`config.mk`:
```
export PLATFORM = sky130hd
export DESIGN_NAME = gemm_loop_scheduler_flat
export DESIGN_NICKNAME = d
export VERILOG_FILES = /design/src/rtl/gemm_sched_pkg.sv /design/src/rtl/gemm_loop_scheduler_if.sv /design/src/rtl/gemm_wb_tag_pipe.sv /design/src/rtl/gemm_loop_scheduler.sv /design/src/flat_wrapper.sv
export SDC_FILE = /design/constraint.sdc
export NUM_CORES = 1
export LEC_CHECK = 0
export BUFFER_PORTS_ARGS = -buffer_cell sky130_fd_sc_hd__clkbuf_2
export CORE_ASPECT_RATIO = 1.5
export CORE_MARGIN = 2
export CORE_UTILIZATION = 46
export DETAILED_ROUTE_END_ITERATION = 8
export PLACE_DENSITY = 0.67
export SLEW_MARGIN = 20
export SYNTH_ARGS = -nofsm -noshare
export SYNTH_HDL_FRONTEND = slang
export SYNTH_SLANG_ARGS = --single-unit
```
`constraint.sdc`:
```
create_clock -name clk_i -period 5.78 [get_ports clk_i]
set_clock_uncertainty 0.15 [all_clocks]
set_input_delay 0.289 -clock clk_i [delete_from_list [all_inputs] [get_ports clk_i]]
set_output_delay 0.289 -clock clk_i [all_outputs]
set_load 0.1 [all_outputs]
```
`src/rtl/gemm_sched_pkg.sv`:
```
// Shared types for the GeMM loop scheduler: FSM states, write-back tag and job descriptor.
package gemm_sched_pkg;

  // Field widths of the packed types below; the scheduler's SizeAddrWidth/AddrWidth
  // parameters are expected to match these.
  localparam int unsigned DefSizeAddrWidth = 8;
  localparam int unsigned DefAddrWidth     = 16;

  typedef enum logic [1:0] {
    StIdle,
    StRun,
    StDrain,
    StDone
  } sched_state_e;

  // One entry of the write-back tag pipe; travels alongside the MAC latency.
  typedef struct packed {
    logic                        valid;
    logic                        last;
    logic [DefSizeAddrWidth-1:0] m;
    logic [DefSizeAddrWidth-1:0] n;
  } wb_tag_t;

  typedef struct packed {
    logic [DefSizeAddrWidth-1:0] m_size;
    logic [DefSizeAddrWidth-1:0] k_size;
    logic [DefSizeAddrWidth-1:0] n_size;
    logic [DefAddrWidth-1:0]     a_base;
    logic [DefAddrWidth-1:0]     b_base;
    logic [DefAddrWidth-1:0]     c_base;
  } gemm_job_t;

  // A job with any empty dimension is rejected without touching the SRAMs.
  function automatic logic job_has_zero(gemm_job_t job);
    return (job.m_size == '0) || (job.k_size == '0) || (job.n_size == '0);
  endfunction

endpackage

```
`src/rtl/gemm_loop_scheduler_if.sv`:
```
// Config handshake, stall input and SRAM/MAC control bundle of the GeMM loop scheduler.
interface gemm_loop_scheduler_if #(
  parameter int unsigned SizeAddrWidth = 8,
  parameter int unsigned AddrWidth     = 16
);

  logic                     cfg_valid_i;
  logic                     cfg_ready_o;
  logic [SizeAddrWidth-1:0] M_size_i;
  logic [SizeAddrWidth-1:0] K_size_i;
  logic [SizeAddrWidth-1:0] N_size_i;
  logic [AddrWidth-1:0]     a_base_i;
  logic [AddrWidth-1:0]     b_base_i;
  logic [AddrWidth-1:0]     c_base_i;
  logic                     stall_i;
  logic [AddrWidth-1:0]     sram_a_addr_o;
  logic [AddrWidth-1:0]     sram_b_addr_o;
  logic [AddrWidth-1:0]     sram_c_addr_o;
  logic                     operand_valid_o;
  logic                     init_save_o;
  logic                     acc_clr_o;
  logic                     sram_c_we_o;
  logic                     busy_o;
  logic                     done_o;
  logic                     err_o;

  // Host / datapath side.
  modport master (
    output cfg_valid_i, M_size_i, K_size_i, N_size_i, a_base_i, b_base_i, c_base_i, stall_i,
    input  cfg_ready_o, sram_a_addr_o, sram_b_addr_o, sram_c_addr_o, operand_valid_o,
    input  init_save_o, acc_clr_o, sram_c_we_o, busy_o, done_o, err_o
  );

  // Scheduler side.
  modport slave (
    input  cfg_valid_i, M_size_i, K_size_i, N_size_i, a_base_i, b_base_i, c_base_i, stall_i,
    output cfg_ready_o, sram_a_addr_o, sram_b_addr_o, sram_c_addr_o, operand_valid_o,
    output init_save_o, acc_clr_o, sram_c_we_o, busy_o, done_o, err_o
  );

endinterface

```
`src/rtl/gemm_wb_tag_pipe.sv`:
```
// MacLatency-deep shift register of write-back tags; flags the C write when a last-K tag exits.
module gemm_wb_tag_pipe
  import gemm_sched_pkg::*;
#(
  parameter int unsigned MacLatency = 1
) (
  input  logic                        clk_i,
  input  logic                        rst_ni,
  input  wb_tag_t                     tag_i,
  output logic                        we_o,
  output logic [DefSizeAddrWidth-1:0] m_o,
  output logic [DefSizeAddrWidth-1:0] n_o
);

  wb_tag_t stage_q [MacLatency];

  // Shift every cycle, stalls included; a stalled cycle pushes an invalid tag.
  always_ff @(posedge clk_i) begin
    if (!rst_ni) begin
      for (int i = 0; i < MacLatency; i++) begin
        stage_q[i] <= '0;
      end
    end else begin
      stage_q[0] <= tag_i;
      for (int i = 1; i < MacLatency; i++) begin
        stage_q[i] <= stage_q[i-1];
      end
    end
  end

  // Only the last K block of an output tile produces a C write.
  always_comb begin
    we_o = stage_q[MacLatency-1].valid & stage_q[MacLatency-1].last;
    m_o  = stage_q[MacLatency-1].m;
    n_o  = stage_q[MacLatency-1].n;
  end

endmodule

```
`src/rtl/gemm_loop_scheduler.sv`:
```
// Walks the M->N->K block loop nest of one GeMM job and drives the MAC array / SRAM controls.
module gemm_loop_scheduler
  import gemm_sched_pkg::*;
#(
  parameter int unsigned SizeAddrWidth = DefSizeAddrWidth,
  parameter int unsigned AddrWidth     = DefAddrWidth,
  parameter int unsigned MacLatency    = 1
) (
  input logic                  clk_i,
  input logic                  rst_ni,
  gemm_loop_scheduler_if.slave bus
);

  localparam int unsigned DrainWidth = (MacLatency > 1) ? $clog2(MacLatency) : 1;

  sched_state_e state_q, state_d;

  gemm_job_t                cfg_job;
  gemm_job_t                job_q;
  logic                     err_q;
  logic [SizeAddrWidth-1:0] m_q, n_q, k_q;
  logic [DrainWidth-1:0]    drain_q;

  logic accept;
  logic cfg_zero;
  logic issue;
  logic k_last, n_last, m_last;
  logic last_issue;
  logic drain_last;

  logic [AddrWidth-1:0] a_addr, b_addr, c_addr;

  wb_tag_t                     tag_in;
  logic                        wb_we;
  logic [DefSizeAddrWidth-1:0] wb_m, wb_n;

  // Decode of the incoming descriptor, loop-end conditions and issue strobe.
  always_comb begin
    cfg_job.m_size = bus.M_size_i;
    cfg_job.k_size = bus.K_size_i;
    cfg_job.n_size = bus.N_size_i;
    cfg_job.a_base = bus.a_base_i;
    cfg_job.b_base = bus.b_base_i;
    cfg_job.c_base = bus.c_base_i;
    cfg_zero       = job_has_zero(cfg_job);
    accept         = (state_q == StIdle) && bus.cfg_valid_i;
    // A stall always wins over an issue, including the final one.
    issue          = (state_q == StRun) && !bus.stall_i;
    k_last         = (k_q == job_q.k_size - SizeAddrWidth'(1));
    n_last         = (n_q == job_q.n_size - SizeAddrWidth'(1));
    m_last         = (m_q == job_q.m_size - SizeAddrWidth'(1));
    last_issue     = issue && k_last && n_last && m_last;
    drain_last     = (drain_q == DrainWidth'(MacLatency - 1));
  end

  // Block addresses, computed modulo 2^AddrWidth from registered counters and latched bases.
  always_comb begin
    a_addr = job_q.a_base + AddrWidth'(m_q) * AddrWidth'(job_q.k_size) + AddrWidth'(k_q);
    b_addr = job_q.b_base + AddrWidth'(n_q) * AddrWidth'(job_q.k_size) + AddrWidth'(k_q);
    c_addr = job_q.c_base + AddrWidth'(wb_m) * AddrWidth'(job_q.n_size) + AddrWidth'(wb_n);
  end

  // Tag for the current cycle; a non-issuing cycle pushes a bubble.
  always_comb begin
    tag_in.valid = issue;
    tag_in.last  = k_last;
    tag_in.m     = m_q;
    tag_in.n     = n_q;
  end

  gemm_wb_tag_pipe #(
    .MacLatency(MacLatency)
  ) u_wb_tag_pipe (
    .clk_i (clk_i),
    .rst_ni(rst_ni),
    .tag_i (tag_in),
    .we_o  (wb_we),
    .m_o   (wb_m),
    .n_o   (wb_n)
  );

  // FSM state register.
  always_ff @(posedge clk_i) begin
    if (!rst_ni) begin
      state_q <= StIdle;
    end else begin
      state_q <= state_d;
    end
  end

  // FSM next-state logic.
  always_comb begin
    state_d = state_q;
    unique case (state_q)
      StIdle: begin
        if (bus.cfg_valid_i) begin
          state_d = cfg_zero ? StDone : StRun;
        end
      end
      StRun: begin
        if (last_issue) begin
          state_d = StDrain;
        end
      end
      StDrain: begin
        // The final C write lands in the last drain cycle.
        if (drain_last) begin
          state_d = StDone;
        end
      end
      StDone: begin
        state_d = StIdle;
      end
      default: begin
        state_d = StIdle;
      end
    endcase
  end

  // Job latch, loop counters (k innermost, then n, then m) and drain cycle counter.
  always_ff @(posedge clk_i) begin
    if (!rst_ni) begin
      job_q   <= '0;
      err_q   <= 1'b0;
      m_q     <= '0;
      n_q     <= '0;
      k_q     <= '0;
      drain_q <= '0;
    end else begin
      if (accept) begin
        job_q <= cfg_job;
        err_q <= cfg_zero;
        m_q   <= '0;
        n_q   <= '0;
        k_q   <= '0;
      end else if (issue) begin
        k_q <= k_last ? '0 : k_q + SizeAddrWidth'(1);
        if (k_last) begin
          n_q <= n_last ? '0 : n_q + SizeAddrWidth'(1);
          if (n_last) begin
            m_q <= m_last ? '0 : m_q + SizeAddrWidth'(1);
          end
        end
      end
      drain_q <= (state_q == StDrain) ? drain_q + DrainWidth'(1) : '0;
    end
  end

  // FSM outputs and C write-back port.
  always_comb begin
    bus.cfg_ready_o     = 1'b0;
    bus.acc_clr_o       = 1'b0;
    bus.busy_o          = 1'b0;
    bus.done_o          = 1'b0;
    bus.err_o           = 1'b0;
    bus.operand_valid_o = 1'b0;
    bus.init_save_o     = 1'b0;
    bus.sram_a_addr_o   = '0;
    bus.sram_b_addr_o   = '0;
    bus.sram_c_we_o     = wb_we;
    bus.sram_c_addr_o   = wb_we ? c_addr : '0;
    unique case (state_q)
      StIdle: begin
        bus.cfg_ready_o = 1'b1;
        bus.acc_clr_o   = 1'b1;
      end
      StRun: begin
        bus.busy_o          = 1'b1;
        bus.operand_valid_o = issue;
        bus.init_save_o     = issue && (k_q == '0);
        bus.sram_a_addr_o   = a_addr;
        bus.sram_b_addr_o   = b_addr;
      end
      StDrain: begin
        bus.busy_o        = 1'b1;
        bus.sram_a_addr_o = a_addr;
        bus.sram_b_addr_o = b_addr;
      end
      StDone: begin
        bus.done_o = 1'b1;
        bus.err_o  = err_q;
      end
      default: begin
      end
    endcase
  end

endmodule

```
`src/flat_wrapper.sv`:
```
// flat-port wrapper written by rule: the top's interface ports become plain ports
module gemm_loop_scheduler_flat import gemm_sched_pkg::*;
#(
  parameter int unsigned SizeAddrWidth = DefSizeAddrWidth,
  parameter int unsigned AddrWidth     = DefAddrWidth,
  parameter int unsigned MacLatency    = 1
)
  (clk_i, rst_ni, bus_cfg_valid_i, bus_M_size_i, bus_K_size_i, bus_N_size_i, bus_a_base_i, bus_b_base_i, bus_c_base_i, bus_stall_i, bus_cfg_ready_o, bus_sram_a_addr_o, bus_sram_b_addr_o, bus_sram_c_addr_o, bus_operand_valid_o, bus_init_save_o, bus_acc_clr_o, bus_sram_c_we_o, bus_busy_o, bus_done_o, bus_err_o);
  gemm_loop_scheduler_if #(.SizeAddrWidth(SizeAddrWidth), .AddrWidth(AddrWidth)) bus_i ();
  input logic clk_i;
  input logic rst_ni;
  input wire logic [$bits(bus_i.cfg_valid_i)-1:0] bus_cfg_valid_i;
  input wire logic [$bits(bus_i.M_size_i)-1:0] bus_M_size_i;
  input wire logic [$bits(bus_i.K_size_i)-1:0] bus_K_size_i;
  input wire logic [$bits(bus_i.N_size_i)-1:0] bus_N_size_i;
  input wire logic [$bits(bus_i.a_base_i)-1:0] bus_a_base_i;
  input wire logic [$bits(bus_i.b_base_i)-1:0] bus_b_base_i;
  input wire logic [$bits(bus_i.c_base_i)-1:0] bus_c_base_i;
  input wire logic [$bits(bus_i.stall_i)-1:0] bus_stall_i;
  output wire logic [$bits(bus_i.cfg_ready_o)-1:0] bus_cfg_ready_o;
  output wire logic [$bits(bus_i.sram_a_addr_o)-1:0] bus_sram_a_addr_o;
  output wire logic [$bits(bus_i.sram_b_addr_o)-1:0] bus_sram_b_addr_o;
  output wire logic [$bits(bus_i.sram_c_addr_o)-1:0] bus_sram_c_addr_o;
  output wire logic [$bits(bus_i.operand_valid_o)-1:0] bus_operand_valid_o;
  output wire logic [$bits(bus_i.init_save_o)-1:0] bus_init_save_o;
  output wire logic [$bits(bus_i.acc_clr_o)-1:0] bus_acc_clr_o;
  output wire logic [$bits(bus_i.sram_c_we_o)-1:0] bus_sram_c_we_o;
  output wire logic [$bits(bus_i.busy_o)-1:0] bus_busy_o;
  output wire logic [$bits(bus_i.done_o)-1:0] bus_done_o;
  output wire logic [$bits(bus_i.err_o)-1:0] bus_err_o;
  assign bus_i.cfg_valid_i = bus_cfg_valid_i;
  assign bus_i.M_size_i = bus_M_size_i;
  assign bus_i.K_size_i = bus_K_size_i;
  assign bus_i.N_size_i = bus_N_size_i;
  assign bus_i.a_base_i = bus_a_base_i;
  assign bus_i.b_base_i = bus_b_base_i;
  assign bus_i.c_base_i = bus_c_base_i;
  assign bus_i.stall_i = bus_stall_i;
  assign bus_cfg_ready_o = bus_i.cfg_ready_o;
  assign bus_sram_a_addr_o = bus_i.sram_a_addr_o;
  assign bus_sram_b_addr_o = bus_i.sram_b_addr_o;
  assign bus_sram_c_addr_o = bus_i.sram_c_addr_o;
  assign bus_operand_valid_o = bus_i.operand_valid_o;
  assign bus_init_save_o = bus_i.init_save_o;
  assign bus_acc_clr_o = bus_i.acc_clr_o;
  assign bus_sram_c_we_o = bus_i.sram_c_we_o;
  assign bus_busy_o = bus_i.busy_o;
  assign bus_done_o = bus_i.done_o;
  assign bus_err_o = bus_i.err_o;
  gemm_loop_scheduler #(.SizeAddrWidth(SizeAddrWidth), .AddrWidth(AddrWidth), .MacLatency(MacLatency)) u_core (.clk_i(clk_i), .rst_ni(rst_ni), .bus(bus_i));
endmodule
```
==> flow_metrics.tcl, run 1 <==
set metrics [dict create \
    status "completed" \
    residual_antenna_violating_net_count_after_detailed_routing 0 \
    setup_repair_after_global_routing_missed_its_margin "true" \
    numCtsBuffers 17 \
    power.density_cell_area_nw_per_um2 229 \
    floorplan.initialDensity_pct 46.6 \
    syn_avg_cell_area_um2 8.84 \
    worst_hold_startpoint "bus_K_size_i[0]" \
    placementRows 76 \
    synth_top_area_share_pct 24.7 \
    fin_setup_tns_ns 0 \
    clk_root_buffer_cell "sky130_fd_sc_hd__clkbuf_16" \
    ff2ff_setup_slack_ns 2.71 \
    finalCritPeriodShare_pct 99.5 \
    h_tree_levels 4 \
    worstPathRequired_ns 5.34 \
    synth_sequential_area_ratio_pct 17.6 \
    dr_total_vias 11100 \
    globalRoute.totalOverflow 0 \
    fin_crit_ns 5.75 \
    drt-total-wl_um 35600 \
    hold_class "input port to register" \
    synth_cell_types 61 \
    gp_congestion 0.925 \
    cts_tree "yes" \
    route.detailed.vias_per_inst 5.15 \
    synth_cell_area_um2 13400 \
    async_reset_ff_share_pct 0 \
    final_layout_size_suffix_gt1_share_pct 22.6 \
    r2r.worst_path.cells 11 \
    highest_achievable_clock_rate_mhz 174 \
    clkSlewWorstSetupHoldPaths_ns 0.07 \
    post_drt_wl_per_cell_um 16.5 \
    sequentialPowerShare_pct 26.3 \
    sw_frac_of_total_pct 44.2 \
    grt_pass1_vias 11800 \
    yosysMostFrequentCell "sky130_fd_sc_hd__inv_1" \
    slew_headroom_pct 36.5 \
    antenna_found_initial 0 \
    worst_ir_drop_vdd_mv 0.280 \
    dieArea_um2 30500 \
    total_leakage_power_nw 8.66 \
    die_height_um 213 \
    synth_top_cell_by_area "sky130_fd_sc_hd__fa_1" \
    final_hold_viol_count 0 \
    layout-area-overhead-vs-synth_pct 28.3 \
    synth_fp_nets 1907 \
    first_pass_grt_wire_length_um 58400 \
    layout.nets 2150 \
    yosys_warnings 0 \
    portBuffers 131 \
    critical_path_class "register to output port" \
    dieWidth_um 143 \
    final_area_um2 17200 \
    internal-power_mw 2.20 \
    power.share.combinational_pct 46.8 \
    worst-slew-pin-transition_ns 0.952 \
    pre_repair_dr_iteration_count 5 \
    clock_power_share_pct 26.9 \
    core_area_um2 28700 \
    ys_dominant_reg_cell "sky130_fd_sc_hd__dfxtp_1" \
    setup_viol 0 \
    whs_ns 0.0233 \
    cp-end-kind "output port" \
    ys_top_cells_by_area "sky130_fd_sc_hd__fa_1 (25%), sky130_fd_sc_hd__dfxtp_1 (18%), sky130_fd_sc_hd__ha_1 (14%)" \
    layout.filler_cells 2473 \
    initial_detailed_routing_violation_count 477 \
    crit_path_start "u_core.job_q[57]" \
    placedInstanceArea_um2 15100 \
    post_synth_inst_count 1514 \
    diodes 0 \
    critical_path_peak_fanout 4 \
    grt_start_max_net_pins 45 \
    clock_sinks 118 \
    clock_path_buffers 2 \
    clock_latency_ns 0.45 \
    arrival_time_at_the_worst_endpoint_ns 5.31 \
    maximum_capacitance_violations 0 \
    synth-seq-cells 118 \
    design_power_total_mw 3.94 \
    whs_endpoint "u_core.job_q[56]" \
    io_pins 132 \
    grtUsageTotal_pct 24.6 \
    place_hpwl_um 27200 \
    critical_path.reg2reg.startpoint "u_core.job_q[56]" \
    synth_commonest_cells "sky130_fd_sc_hd__inv_1 (246), sky130_fd_sc_hd__fa_1 (165), sky130_fd_sc_hd__ha_1 (152), sky130_fd_sc_hd__nand2_1 (149), sky130_fd_sc_hd__and2_1 (141)" \
    critPathLaunchType "register" \
    power.net_switching_mw 1.74 \
    slew_viol_final 0 \
    route.detailed.drc 0 \
    hold_depth 3 \
    r2r-end "u_core.n_q[6]" \
    synth_enable_flop_cells 0 \
]
==> sequential cells by signal, indices dropped and copies added (netlist names) <==
name / count
u_core.u_wb_tag_pipe.stage_q: 18
u_core.k_q: 8
u_core.job_q: 72
u_core.err_q: 1
u_core.n_q: 8
u_core.drain_q: 1
u_core.state_q: 2
u_core.m_q: 8
==> power groups by stage <==
stage	combinational [mW]	sequential (mW)	clock, mW
final	1.84	1.04	1.06
after global routing	1.99	1.05	1.11
after CTS	1.79	1.04	1.08
after detailed placement	1.71	1.05	0
after global placement	1.68	1.05	0
after floorplan	1.28	1.00	0
==> stage by stage <==
stage	instances	worst slack, ns	util [%]
after global routing	2160	-0.164	59.8
after global placement	2022	0.142	52.6
after CTS	2138	0.000210	58.4
final	2160	0.0313	59.8
after detailed placement	2022	0.112	52.6
after floorplan	1514	-0.223	-
==> cell families after synthesis <==
group / count (synthesis) / share of synthesized area, %
AOI/OAI and AO/OA: 178 / 9.35
buffers and inverters: 315 / 8.94
DFF: 118 / 17.6
xor gates and xnor gates: 81 / 5.30
and+or+nand+nor: 501 / 19.6
muxes: 4 / 0.299
adders and majority gates: 317 / 38.9
==> worst max-delay path, stage by stage (launching register included) <==
cell and delay [ns]:
sky130_fd_sc_hd__dfxtp_4 0.38, sky130_fd_sc_hd__nand2_4 0.05, sky130_fd_sc_hd__fa_1 0.51, sky130_fd_sc_hd__inv_2 0.05
sky130_fd_sc_hd__fa_1 0.51, sky130_fd_sc_hd__inv_2 0.05, sky130_fd_sc_hd__fa_1 0.49, sky130_fd_sc_hd__inv_2 0.04
sky130_fd_sc_hd__fa_1 0.52, sky130_fd_sc_hd__inv_2 0.04, sky130_fd_sc_hd__fa_1 0.54, sky130_fd_sc_hd__inv_2 0.05
sky130_fd_sc_hd__ha_4 0.22, sky130_fd_sc_hd__or3_1 0.32, sky130_fd_sc_hd__o21ai_2 0.07, sky130_fd_sc_hd__a21oi_2 0.05
sky130_fd_sc_hd__a211o_1 0.31, sky130_fd_sc_hd__a41oi_2 0.16, sky130_fd_sc_hd__xnor2_1 0.14, sky130_fd_sc_hd__and2_4 0.17
sky130_fd_sc_hd__buf_12 0.17
==> cell type report <==
type | count | area [um^2] | area share (%)
inverter | 246 | 923 | 5.37
clock buffer | 17 | 425 | 2.48
multi-input combinational | 1081 | 10300 | 59.8
sequential | 118 | 2450 | 14.3
tap | 390 | 488 | 2.84
timing repair buffer | 293 | 2460 | 14.3
clock inverter | 15 | 148 | 0.859
==> per-layer routing <==
layer	track usage (%)	up-vias	routed length, um
met5	0	-	0
met4	12.5	0	1700
met3	3.09	108	1210
met2	45.7	299	19000
met1	27.3	5375	13700
li1	-	5341	-
==> timing repair <==
item | 4_1_cts | 5_1_grt
endpoints found under the hold margin | 70 | 0
pin swaps | 33 | 39
resized for setup | 93 | 70
endpoints found under the setup margin | 19 | 26
buffers inserted | 14 | 22
hold buffers | 70 | 0
==> placed cells by master (no fill, tap or decap), types with 14 or more instances in the layout <==
cell type / netlist / final
sky130_fd_sc_hd__nor2b_1: 15 / 14
sky130_fd_sc_hd__clkbuf_16: 0 / 17
sky130_fd_sc_hd__nor2_1: 63 / 54
sky130_fd_sc_hd__buf_4: 2 / 79
sky130_fd_sc_hd__inv_1: 246 / 228
sky130_fd_sc_hd__o21ai_0: 47 / 44
sky130_fd_sc_hd__dfxtp_1: 118 / 90
sky130_fd_sc_hd__nor3_1: 24 / 20
sky130_fd_sc_hd__ha_1: 152 / 140
sky130_fd_sc_hd__nand2_1: 149 / 141
sky130_fd_sc_hd__xnor2_1: 55 / 54
sky130_fd_sc_hd__xor2_1: 26 / 26
sky130_fd_sc_hd__a21oi_1: 29 / 23
sky130_fd_sc_hd__inv_2: 0 / 18
sky130_fd_sc_hd__clkbuf_2: 1 / 104
sky130_fd_sc_hd__and2_1: 141 / 128
sky130_fd_sc_hd__buf_12: 0 / 22
sky130_fd_sc_hd__nand3_1: 24 / 23
sky130_fd_sc_hd__dlygate4sd3_1: 0 / 70
sky130_fd_sc_hd__dfxtp_4: 0 / 21
sky130_fd_sc_hd__fa_1: 165 / 159
sky130_fd_sc_hd__a22o_1: 44 / 44
==> how the worst max path moves through the flow <==
stage	depth (start not counted)	end
2_1_floorplan	20	bus_sram_a_addr_o[13]
3_3_place_gp	20	bus_sram_a_addr_o[15]
3_5_place_dp	20	bus_sram_a_addr_o[15]
4_1_cts	19	bus_sram_b_addr_o[15]
5_1_grt	19	bus_sram_a_addr_o[14]
6_report	20	bus_sram_b_addr_o[15]
(Power assumes the default switching activity.)
==> inputs of run 2 (changes only) <==
Settings changed: PLACE_DENSITY 0.67 to unset, SYNTH_HIERARCHICAL set to 1.
Clock period 5.78 ns to 5.63 ns, I/O delays scaled along.
==> run 2 against run 1 <==
Net effect: the run now ends with negative setup slack left; global-route usage shrank 0.93 points; combinational power is 2% lower; synthesized cell count increased by 2.3%; register-to-register slack worse by 1.1 ns; core utilization fell by 0.76 points; wire length is 2.9% lower; first-iteration DRC count fell by 17%; worst hold slack improved by 0.13 ns; final cell count increased by 1.0%; clock-buffer cell count increased by 4; sequential share of layout area decreased by 0.11 points; critical endpoint is now bus_sram_a_addr_o[15]; largest power group unchanged.
==> flow_metrics.tcl, run 2 <==
set metrics [dict create \
    fin_setup_tns_ns -0.0125 \
    residual_antenna_violating_net_count_after_detailed_routing 0 \
    h_tree_levels 4 \
    route.detailed.drc 0 \
    synthAdderAreaFrac_pct 38.3 \
    placedInstanceArea_um2 15300 \
    initial_detailed_routing_violation_count 397 \
    clock_latency_ns 0.44 \
    synth_enable_flop_cells 0 \
    critical_path_peak_fanout 4 \
    status "finished with violations" \
    dr_total_vias 11000 \
    grt_start_max_net_pins 43 \
    dieWidth_um 144 \
    worst-slew-pin-transition_ns 0.946 \
    diodes 0 \
    register_area_um2 2450 \
    globalRoute.totalOverflow 0 \
    ff2ff_setup_slack_ns 1.59 \
    worstPathRequired_ns 5.20 \
    clkSlewWorstSetupHoldPaths_ns 0.05 \
    placementRows 77 \
    setup_repair_after_global_routing_missed_its_margin "true" \
    layout.filler_cells 2628 \
    clk_root_buffer_cell "sky130_fd_sc_hd__clkbuf_16" \
    synth-seq-cells 118 \
    synth_cell_area_um2 13600 \
    grtUsageTotal_pct 23.7 \
    top_layer "met4" \
    largest_register_ffs 72 \
    whs_ns 0.156 \
    synth_sequential_area_ratio_pct 17.4 \
    critical_path.reg2reg.startpoint "u_core/job_q[57]" \
    synth_compound_area_share_pct 9.46 \
    power.density_cell_area_nw_per_um2 228 \
    maximum_capacitance_violations 0 \
    failing_checks "negative setup slack" \
    io_pins 132 \
    r2r-end "u_core/m_q[1]" \
    post_synth_inst_count 1549 \
    slowest_stage "sky130_fd_sc_hd__fa_1" \
    hold_class "input port to register" \
    synth_fp_nets 1942 \
    numCtsBuffers 17 \
    yosysMostFrequentCell "sky130_fd_sc_hd__inv_1" \
    worst_path_largest_cell_delay_ns 0.53 \
    final_layout_size_suffix_gt1_share_pct 21.8 \
    synthXorXnorAreaFrac_pct 5.21 \
    clock_sinks 118 \
    synth.area.mux_share_pct 0.294 \
    clock_path_buffers 2 \
    ys_dominant_reg_cell "sky130_fd_sc_hd__dfxtp_1" \
    layout-area-overhead-vs-synth_pct 27.2 \
    async_reset_ff_share_pct 0 \
    placed_cells_incl_taps 2047 \
    r2r.worst_path.cells 12 \
    fin_cells 2182 \
    top_register "u_core/job_q" \
    portBuffers 131 \
    slew_viol_final 0 \
    fin_crit_ns 5.64 \
    layout.nets 2169 \
    detailroute.wirelength.met3_um 1220 \
    yosys.area_share.simple_pct 19.5 \
    gp_congestion 0.902 \
    final_area_um2 17300 \
    synth_top_family_by_area "adder cells" \
    dr_wl_met2_um 17800 \
    critical_path_class "register to output port" \
    yosys_warnings 6 \
    slew_headroom_pct 36.9 \
    pre_repair_dr_iteration_count 5 \
    synth_top_area_share_pct 24.3 \
    crit_buf_inv 6 \
    antenna_found_initial 0 \
    route.detailed.vias_per_inst 5.04 \
    final_hold_viol_count 0 \
    setup_ws_ns -0.0125 \
    cp-endpoint "bus_sram_a_addr_o[15]" \
    routed_length_on_met1_um 14200 \
    highest_achievable_clock_rate_mhz 177 \
    grt_pass1_vias 11900 \
    first_pass_grt_wire_length_um 57800 \
    synth_commonest_cells "sky130_fd_sc_hd__inv_1 (250), sky130_fd_sc_hd__fa_1 (165), sky130_fd_sc_hd__nand2_1 (157), sky130_fd_sc_hd__ha_1 (152), sky130_fd_sc_hd__and2_1 (144)" \
    path_depth 21 \
    worst_path_dominant_cell_family "adder cells" \
    post_drt_wl_per_cell_um 15.8 \
    path_cells "nand2_4, fa_1, inv_1, fa_1, inv_2, fa_1, inv_1, fa_1, inv_1, fa_1, inv_2, ha_4, o21ai_2, nand2b_1, nand4_1, a21oi_2, o221ai_2, o221ai_2, xnor2_1, and2_4, buf_12" \
    synth_cell_types 56 \
    drt-total-wl_um 34600 \
    worst_ir_drop_vdd_mv 0.295 \
    total_leakage_power_nw 8.62 \
    cts_tree "yes" \
    floorplan.initialDensity_pct 46.4 \
    critPathLaunchType "register" \
    place_hpwl_um 26900 \
    crit_path_frequent_cell "sky130_fd_sc_hd__fa_1" \
    die_height_um 215 \
    multi_input_area_um2 10300 \
    cp-end-kind "output port" \
    synth_top_cell_by_area "sky130_fd_sc_hd__fa_1" \
    syn_avg_cell_area_um2 8.78 \
    commonest_cells_after_routing_fill_and_taps_aside "sky130_fd_sc_hd__inv_1 (241), sky130_fd_sc_hd__fa_1 (163), sky130_fd_sc_hd__nand2_1 (147), sky130_fd_sc_hd__ha_1 (141), sky130_fd_sc_hd__and2_1 (129)" \
    core_area_um2 29300 \
    reg.largest.list "u_core/job_q (72), u_core/u_wb_tag_pipe/stage_q (18)" \
    dieArea_um2 31000 \
    crit_path_start "u_core/job_q[56]" \
    finalCritPeriodShare_pct 100 \
    setup_viol 1 \
    arrival_time_at_the_worst_endpoint_ns 5.21 \
    commonest_non_fill_non_tap_cell_in_the_layout "sky130_fd_sc_hd__inv_1" \
    ys_top_cells_by_area "sky130_fd_sc_hd__fa_1 (24%), sky130_fd_sc_hd__dfxtp_1 (17%), sky130_fd_sc_hd__ha_1 (14%)" \
]
-- run 2: what timing repair did --
| item | 4_1_cts | 5_1_grt |
|---|---|---|
| endpoints found under the setup margin | 22 | 23 |
| gates resized for setup | 100 | 50 |
| buffers inserted | 21 | 13 |
| hold endpoints to repair | 72 | 0 |
| pin swaps | 26 | 35 |
| hold buffers | 72 | 0 |
-- run 2: metrics by stage --
step	utilization [%]	total power [mW]	setup WS, ns
global placement	52.1	2.72	0.0658
finish	59.1	3.95	-0.0125
global route	59.1	4.19	-0.214
CTS	58.1	3.95	-0.0350
detailed placement	52.1	2.74	0.0366
floorplan	-	2.28	-0.173
-- run 2: cells by family after synthesis --
kind of cell / count (synthesis)
simple gates: 500
flops: 118
buf+inv: 335
mux: 4
fa+ha+maj: 317
compound gates: 194
xor+xnor: 81
-- run 2: metal layers --
metal | vias to the layer above | track usage [%]
met1 | 5298 | 28.2
li1 | 5381 | -
met3 | 75 | 3.13
met4 | 0 | 10.3
met5 | - | 0
met2 | 249 | 42.2
-- run 2: power by group --
group | switching, mW | internal (mW)
combinational | 1.14 | 0.660
clock | 0.417 | 0.677
sequential | 0.103 | 0.949
-- run 2: cell type report --
type | count | area share [%]
tap | 395 | 2.86
clock inverter | 9 | 0.593
clock buffer | 21 | 2.72
timing repair buffer | 293 | 14.6
multi-input combinational | 1096 | 59.7
sequential | 118 | 14.2
inverter | 250 | 5.42
-- run 2: worst reg2reg max path, cell delays in order (launching register included) --
cell	delay [ns]
sky130_fd_sc_hd__dfxtp_4	0.38
sky130_fd_sc_hd__buf_8	0.12
sky130_fd_sc_hd__buf_4	0.16
sky130_fd_sc_hd__inv_1	0.06
sky130_fd_sc_hd__ha_1	0.28
sky130_fd_sc_hd__o21ba_1	0.22
sky130_fd_sc_hd__a221oi_2	0.26
sky130_fd_sc_hd__a41oi_1	0.07
sky130_fd_sc_hd__or4_4	0.58
sky130_fd_sc_hd__nor2_1	0.73
sky130_fd_sc_hd__nand3_2	0.38
sky130_fd_sc_hd__or3b_1	0.44
sky130_fd_sc_hd__a21oi_1	0.14
-- run 2: worst min-delay path by stage --
| stage | startpoint | to | slack, ns | cells after the start |
|---|---|---|---|---|
| 2_1_floorplan | u_core/drain_q | u_core/drain_q | 0.24 | 1 |
| 3_3_place_gp | u_core/drain_q | u_core/drain_q | 0.25 | 1 |
| 3_5_place_dp | u_core/drain_q | u_core/drain_q | 0.26 | 1 |
| 4_1_cts | bus_cfg_valid_i | u_core/state_q[1] | 0.13 | 5 |
| 5_1_grt | bus_cfg_valid_i | u_core/state_q[1] | 0.16 | 5 |
| 6_report | bus_cfg_valid_i | u_core/state_q[1] | 0.16 | 5 |
